--- src/rtl/regfile_dump_ctrl_pkg.sv ---
// Shared register-file geometry and dump-controller FSM encoding.
// Imported by the dump controller and anything else sized off the MIPS register file.
package regfile_dump_ctrl_pkg;

   localparam int RF_NUM_REGS = 32;
   localparam int RF_ADDR_W   = 5;
   localparam int RF_DATA_W   = 32;

   typedef enum logic [1:0] {
      ST_IDLE = 2'd0,
      ST_READ = 2'd1,
      ST_SEND = 2'd2,
      ST_DONE = 2'd3
   } dump_state_t;

endpackage

--- src/rtl/regfile_dump_ctrl.sv ---
// Walks a spare register-file read port and streams (addr, data) beats; one beat per 2 cycles.
// out_* hold while out_valid && !out_ready; abort drops the current beat with no done pulse.
module regfile_dump_ctrl
   import regfile_dump_ctrl_pkg::*;
#(
   parameter int NUM_REGS  = RF_NUM_REGS,
   parameter int ADDR_W    = RF_ADDR_W,
   parameter int DATA_W    = RF_DATA_W,
   parameter bit SKIP_ZERO = 1'b0
) (
   input  logic              clk,
   input  logic              rst,
   input  logic              start,
   input  logic              abort,
   output logic [ADDR_W-1:0] rf_addr,
   input  logic [DATA_W-1:0] rf_data,
   output logic              out_valid,
   input  logic              out_ready,
   output logic [ADDR_W-1:0] out_addr,
   output logic [DATA_W-1:0] out_data,
   output logic              out_last,
   output logic              busy,
   output logic              done
);

   localparam logic [ADDR_W-1:0] LAST_ADDR  = ADDR_W'(NUM_REGS - 1);
   localparam logic [ADDR_W-1:0] FIRST_ADDR = SKIP_ZERO ? ADDR_W'(1) : '0;

   dump_state_t state, state_nxt;
   logic        handshake;
   logic        launch;

   assign handshake = out_valid & out_ready;
   // abort outranks a coincident start while idle
   assign launch    = start & ~abort;

   always_ff @(posedge clk or posedge rst) begin
      if (rst) state <= ST_IDLE;
      else     state <= state_nxt;
   end

   always_comb begin
      state_nxt = state;
      case (state)
         ST_IDLE: if (launch) state_nxt = ST_READ;
         ST_READ: state_nxt = abort ? ST_IDLE : ST_SEND;
         ST_SEND: begin
            if (abort)          state_nxt = ST_IDLE;
            else if (handshake) state_nxt = out_last ? ST_DONE : ST_READ;
         end
         ST_DONE: state_nxt = ST_IDLE;
         default: state_nxt = ST_IDLE;
      endcase
   end

   always_comb begin
      busy = 1'b0;
      done = 1'b0;
      busy = (state != ST_IDLE);
      done = (state == ST_DONE);
   end

   // Data is snapshotted in READ; a same-edge register-file write lands after the sample.
   always_ff @(posedge clk or posedge rst) begin
      if (rst) begin
         rf_addr   <= '0;
         out_addr  <= '0;
         out_data  <= '0;
         out_valid <= 1'b0;
         out_last  <= 1'b0;
      end else begin
         case (state)
            ST_IDLE: if (launch) rf_addr <= FIRST_ADDR;
            ST_READ: begin
               if (abort) begin
                  out_valid <= 1'b0;
               end else begin
                  out_data  <= rf_data;
                  out_addr  <= rf_addr;
                  out_last  <= (rf_addr == LAST_ADDR);
                  out_valid <= 1'b1;
               end
            end
            ST_SEND: begin
               if (abort || handshake) out_valid <= 1'b0;
               // stopping at the last address means the counter can never wrap
               if (!abort && handshake && !out_last) rf_addr <= rf_addr + ADDR_W'(1);
            end
            default: ;
         endcase
      end
   end

endmodule

--- config.mk ---
export PLATFORM = sky130hd
export DESIGN_NAME = regfile_dump_ctrl
export DESIGN_NICKNAME = d
export VERILOG_FILES = /design/src/rtl/regfile_dump_ctrl_pkg.sv /design/src/rtl/regfile_dump_ctrl.sv
export SDC_FILE = /design/constraint.sdc
export NUM_CORES = 1
export LEC_CHECK = 0
export CORE_MARGIN = 10
export CORE_UTILIZATION = 46
export CTS_CLUSTER_DIAMETER = 200
export DETAILED_ROUTE_END_ITERATION = 7
export PLACE_DENSITY = 0.85
export SYNTH_ARGS = -nofsm -noshare
export SYNTH_HDL_FRONTEND = slang
export SYNTH_SLANG_ARGS = --single-unit
--- constraint.sdc ---
create_clock -name clk -period 2.8 [get_ports clk]
set_clock_uncertainty 0.2 [all_clocks]
set_input_delay 0.56 -clock clk [delete_from_list [all_inputs] [get_ports clk]]
set_output_delay 0.56 -clock clk [all_outputs]
set_load 0.03 [all_outputs]
==> results of run 1 <==
[metal layers]
metal  wire length, µm  global-route usage  vias up  share of wire
li1                  -                   -      618              -
met1              1870               0.144      619           0.41
met2              2330               0.206       44           0.51
met3               330              0.0422        5          0.072
met4                56              0.0442        0          0.012
met5                 0                   0        -              0
[worst max path at each step]
stage	slack (ns)	from	end
detailed placement	0.41	abort	out_data[25]
finish	0.37	state[1]	busy
floorplan	0.95	rst	out_addr[0]
global route	0.27	state[1]	done
global placement	0.45	abort	out_data[11]
CTS	0.35	state[0]	done
[report_power, final]
group	switching [W]	internal (W)
sequential	0.0000972	0.000825
combinational	0.000496	0.000486
clock	0.000201	0.000199
[per-stage QoR]
stage	area [µm²]	hold slack [ns]	power, W	worst slack [ns]
2_1_floorplan	2020	0.327	0.00149	0.952
3_3_place_gp	2860	0.291	0.00191	0.449
3_5_place_dp	2860	0.294	0.00193	0.410
4_1_cts	2950	0.313	0.00235	0.347
5_1_grt	2950	0.323	0.00242	0.269
6_report	2950	0.309	0.00230	0.370
[sequential cells by signal, summed over array words and instances (netlist names)]
name and cells:
out_data 32, out_last 1, out_valid 1, out_addr 5, state 2, rf_addr 5
[cells in the mapped netlist (all sizes together)]
cell,n
a211o,1
a21oi,1
a31oi,1
a41oi,1
and2,1
and3,1
buf,5
dfrtp,46
ha,2
inv,3
mux2,40
mux2i,1
nand2,2
nand2b,1
nand3,1
nand3b,1
nor2,3
nor2b,5
nor3,1
nor3b,2
nor4b,1
nor4bb,1
o21ai,3
o2bb2ai,1
or2,1
or2b,1
xor2,1
[cell type report]
type / instances / area [µm²] / share of cell area
Inverter: 3 / 11.3 / 0.00381
Multi-Input combinational cell: 74 / 786 / 0.266
Clock buffer: 7 / 86.3 / 0.0292
Tap cell: 52 / 65.1 / 0.0220
Sequential cell: 46 / 1150 / 0.390
Timing Repair Buffer: 84 / 848 / 0.287
Clock inverter: 1 / 5.00 / 0.00169
[critical path, stage by stage (launching register included)]
cell	delay (ns)
dfrtp_1	0.47
or2_2	0.32
clkdlybuf4s50_1	0.59
[kinds of logic (layout without fill, tap and decap cells)]
group | count (synthesis) | after routing
flops | 46 | 46
mux | 41 | 41
simple gates | 22 | 22
compound gates | 8 | 8
buf+inv | 8 | 95
fa+ha+maj | 2 | 2
xor+xnor | 1 | 1
==> impl_metrics.tcl, run 1 <==
set metrics [dict create \
    avgSynthCellArea_um2 15.8 \
    drt_first_pass_iters 4 \
    die_w_um 86.2 \
    ys_types 32 \
    arrival_ns 1.67 \
    numCtsBuffers 5 \
    worstPathMaxFanout 10 \
    regToRegSetupSlack_ns 0.83 \
    syn_area_um2 2020 \
    wirelength_mm 4.59 \
    cts_tree "yes" \
    tns_ns 0 \
    cts_buffer_depth 2 \
    grt_use_total 0.123 \
    synth.yosys.seq_area_share 0.570 \
    drc 0 \
    synth_top_area_share 0.570 \
    syn_inst 128 \
    vias 1286 \
    period_share 0.868 \
    fmax_ghz 0.412 \
    crit_path_start_kind "flop" \
    num-fill-cells 326 \
    synth.area.mux_share 0.267 \
    synth_top_area_cell "dfrtp_1" \
    slew_headroom 0.629 \
    die_h_um 86.2 \
    std_cell_rows 24 \
    power_density_nw_per_um2 780 \
    drtAntennaViolNets 0 \
    ys_top_cells_by_area "dfrtp_1 (57%), mux2_4 (16%), mux2_2 (11%), buf_12 (2.0%), ha_1 (1.2%)" \
    ys_seq_elements 46 \
    slew_violations 0 \
    ctsHoldBuffers 0 \
    leakage_nw 1.28 \
    setup_violations 0 \
    min_period_ns 2.43 \
    r2r_end "out_data[25]" \
    clk-insertion-delay-late_ns 0.28 \
    numPortBuffers 82 \
    gp_congestion 0.771 \
    die_area_um2 7440 \
    run_status "finished clean" \
    grt_antenna_before_repair 0 \
    clock-sinks 46 \
    syn2layout_area_growth_pct 46.3 \
    maxCapViolations 0 \
    post_cts_resized 0 \
    drt_iter0_drc 41 \
    root_buffer "clkbuf_8" \
    holdPathEnd "out_data[10]" \
    min_path_type "reg -> reg" \
    grt_pass1_wl_mm 7.34 \
    drt-wirelength-per-cell_um 17.2 \
    rsz0062_at_grt "false" \
    synth-compound-area-share 0.0298 \
    post_cts_buffers 0 \
    worstHoldStart "out_data[10]" \
    synthSimpleGateAreaFrac 0.0756 \
    antenna_cells 0 \
    yosys_warnings 0 \
    syn-num-nets 167 \
    crit_path_end_kind "primary output" \
    fin_nets 253 \
    worst_pin_slew_ns 0.557 \
    clk_pin_slew_ns 0.08 \
    stdcell_count 267 \
    io_pins 83 \
    grt_max_degree 47 \
    worstSetupPathType "reg -> out" \
    ctsHtreeMaxLevel 2 \
    drive_gt1_frac 0.256 \
    timing.rr.start "state[0]" \
    final_util 0.688 \
    final_hold_viol_count 0 \
    dp_hpwl_mm 3.56 \
    grt_pass1_vias 1371 \
    worstPathRequired_ns 2.04 \
    gr-total-overflow 0 \
    synth_xor_area_frac 0.00434 \
    initial_core_util 0.470 \
    dp_cells 259 \
    synth_top_family_by_area "multiplexers" \
    ir_drop_mv 0.539 \
    vias_per_cell 4.82 \
    synthAdderAreaFrac 0.0124 \
    layout_common_cells "clkdlybuf4s50_1 (82), dfrtp_1 (46), mux2_4 (21)" \
    final_common_cell "clkdlybuf4s50_1" \
    hold_depth 1 \
    r2r.worst_path.cells 4 \
    fp.coreArea_um2 4290 \
]
Note: power is estimated with default switching activity, not from simulation.
==> inputs of run 2 (changes only) <==
--- a/config.mk
+++ b/config.mk
@@ -5,10 +5,12 @@
 export SDC_FILE = /design/constraint.sdc
 export NUM_CORES = 1
 export LEC_CHECK = 0
+export CORE_ASPECT_RATIO = 0.5
 export CORE_MARGIN = 10
 export CORE_UTILIZATION = 46
 export CTS_CLUSTER_DIAMETER = 200
 export DETAILED_ROUTE_END_ITERATION = 7
+export HOLD_SLACK_MARGIN = 0.03
 export PLACE_DENSITY = 0.85
 export SYNTH_ARGS = -nofsm -noshare
 export SYNTH_HDL_FRONTEND = slang
==> run 2 against run 1 <==
Compared with the run above: clock power up 25%; sequential share of layout area down 0.57 points; combinational power up 0.7%; global-route usage up 0.89 points; sequential power about the same; register-to-register slack better by 0.07 ns; non-clock buffer count up 1; die area up 2.2%; cell count up 0.75%; largest cell class unchanged.
==> impl_metrics.tcl, run 2 (synthesized netlist as in run 1, its figures left out) <==
set metrics [dict create \
    run_status "finished clean" \
    post_cts_buffers 0 \
    cp-startpoint "state[0]" \
    worst_pin_slew_ns 0.504 \
    tns_ns 0 \
    p_sw_frac 0.337 \
    drt_first_pass_iters 3 \
    numPortBuffers 82 \
    power.total_w 0.00241 \
    syn2layout_area_growth_pct 48.5 \
    drtAntennaViolNets 0 \
    r2r_end "out_data[15]" \
    antenna_cells 0 \
    top_register "out_data" \
    period_share 0.877 \
    p_clk_frac 0.208 \
    post_cts_resized 0 \
    layout_common_cells "clkdlybuf4s50_1 (82), dfrtp_1 (46), mux2_4 (21)" \
    crit_path_end_kind "primary output" \
    grt_pass1_wl_mm 7.95 \
    ctsHtreeMaxLevel 2 \
    min_period_ns 2.46 \
    drive_gt1_frac 0.260 \
    regToRegSetupSlack_ns 0.90 \
    gp_congestion 0.788 \
    power_density_nw_per_um2 804 \
    dp_hpwl_mm 3.83 \
    p_int_w 0.00160 \
    io_pins 83 \
    fp.coreArea_um2 4060 \
    slew_headroom 0.663 \
    timing.rr.start "state[0]" \
    final_common_cell "clkdlybuf4s50_1" \
    rsz0062_at_grt "false" \
    r2r.worst_path.cells 4 \
    wirelength_mm 4.93 \
    grt_max_degree 31 \
    largest_reg_flops 32 \
    ctsHoldBuffers 0 \
    dp_cells 262 \
    timing.final.ws_setup_ns 0.344 \
    stdcell_count 269 \
    die_w_um 114 \
    clock-sinks 46 \
    drt_iter0_drc 60 \
    clk_pin_slew_ns 0.08 \
    arrival_ns 1.70 \
    fin_nets 254 \
    slew_violations 0 \
    power_frac_seq 0.382 \
    fmax_ghz 0.407 \
    cts_buffer_depth 2 \
    gr-total-overflow 0 \
    top_regs "out_data (32), out_addr (5), rf_addr (5)" \
    worstPathMaxFanout 10 \
    vias 1323 \
    crit_path_start_kind "flop" \
    crit_end "done" \
    worstPathRequired_ns 2.04 \
    final_hold_viol_count 0 \
    final_util 0.737 \
    cts_tree "yes" \
    grt_antenna_before_repair 0 \
    drt-wirelength-per-cell_um 18.3 \
    grt_use_total 0.132 \
    leakage_nw 1.30 \
    maxCapViolations 0 \
    vias_per_cell 4.92 \
    clk-insertion-delay-late_ns 0.30 \
    grt_pass1_vias 1539 \
    std_cell_rows 16 \
    root_buffer "clkbuf_8" \
    die_h_um 66.8 \
    die_area_um2 7600 \
    ir_drop_mv 0.463 \
    worstSetupPathType "reg -> out" \
    combinationalPowerShare 0.410 \
    min_path_type "reg -> reg" \
    setup_violations 0 \
    drc 0 \
    numCtsBuffers 5 \
    switchingPower_w 0.000811 \
    initial_core_util 0.497 \
    dp_slack_ns 0.438 \
]
[run 2: critical path: stages (launching register included)]
cell	delay (ns)
dfrtp_1	0.52
and2_1	0.20
clkdlybuf4s50_1	0.68
[run 2: stage by stage]
| stage | cell area (µm²) | hold slack, ns |
|---|---|---|
| floorplan | 2020 | 0.327 |
| global placement | 2880 | 0.289 |
| detailed placement | 2880 | 0.297 |
| CTS | 3000 | 0.317 |
| global route | 3000 | 0.331 |
| finish | 3000 | 0.312 |
[run 2: per-layer routing]
| metal | share of wire | global-route usage |
|---|---|---|
| met1 | 0.38 | 0.140 |
| met2 | 0.54 | 0.240 |
| met3 | 0.064 | 0.0465 |
| met4 | 0.013 | 0.0519 |
| met5 | 0 | 0 |
[run 2: power by group through the flow]
stage / combinational, W / clock, W / sequential [W]
after floorplan: 0.000243 / 0 / 0.00125
after global placement: 0.000989 / 0 / 0.000922
after detailed placement: 0.00100 / 0 / 0.000934
after CTS: 0.00101 / 0.000516 / 0.000923
after global routing: 0.00104 / 0.000541 / 0.000947
final: 0.000989 / 0.000501 / 0.000920
[run 2: how the worst min path moves through the flow]
stage                     slack [ns]            to         start  cells past startpoint
after floorplan                 0.33      state[0]      state[0]                      2
after global placement          0.29  out_data[19]  out_data[19]                      1
after detailed placement        0.30   out_data[1]   out_data[1]                      1
after CTS                       0.32  out_data[29]  out_data[29]                      1
after global routing            0.33   out_data[3]   out_data[3]                      1
final                           0.31  out_data[18]  out_data[18]                      1
[run 2: cell type report]
class | instances | area (µm²)
tap | 54 | 67.6
sequential | 46 | 1150
timing repair buffer | 85 | 868
fill | 295 | 1070
multi-input combinational | 74 | 786
inverter | 3 | 11.3
clock buffer | 6 | 82.6
clock inverter | 1 | 30.0
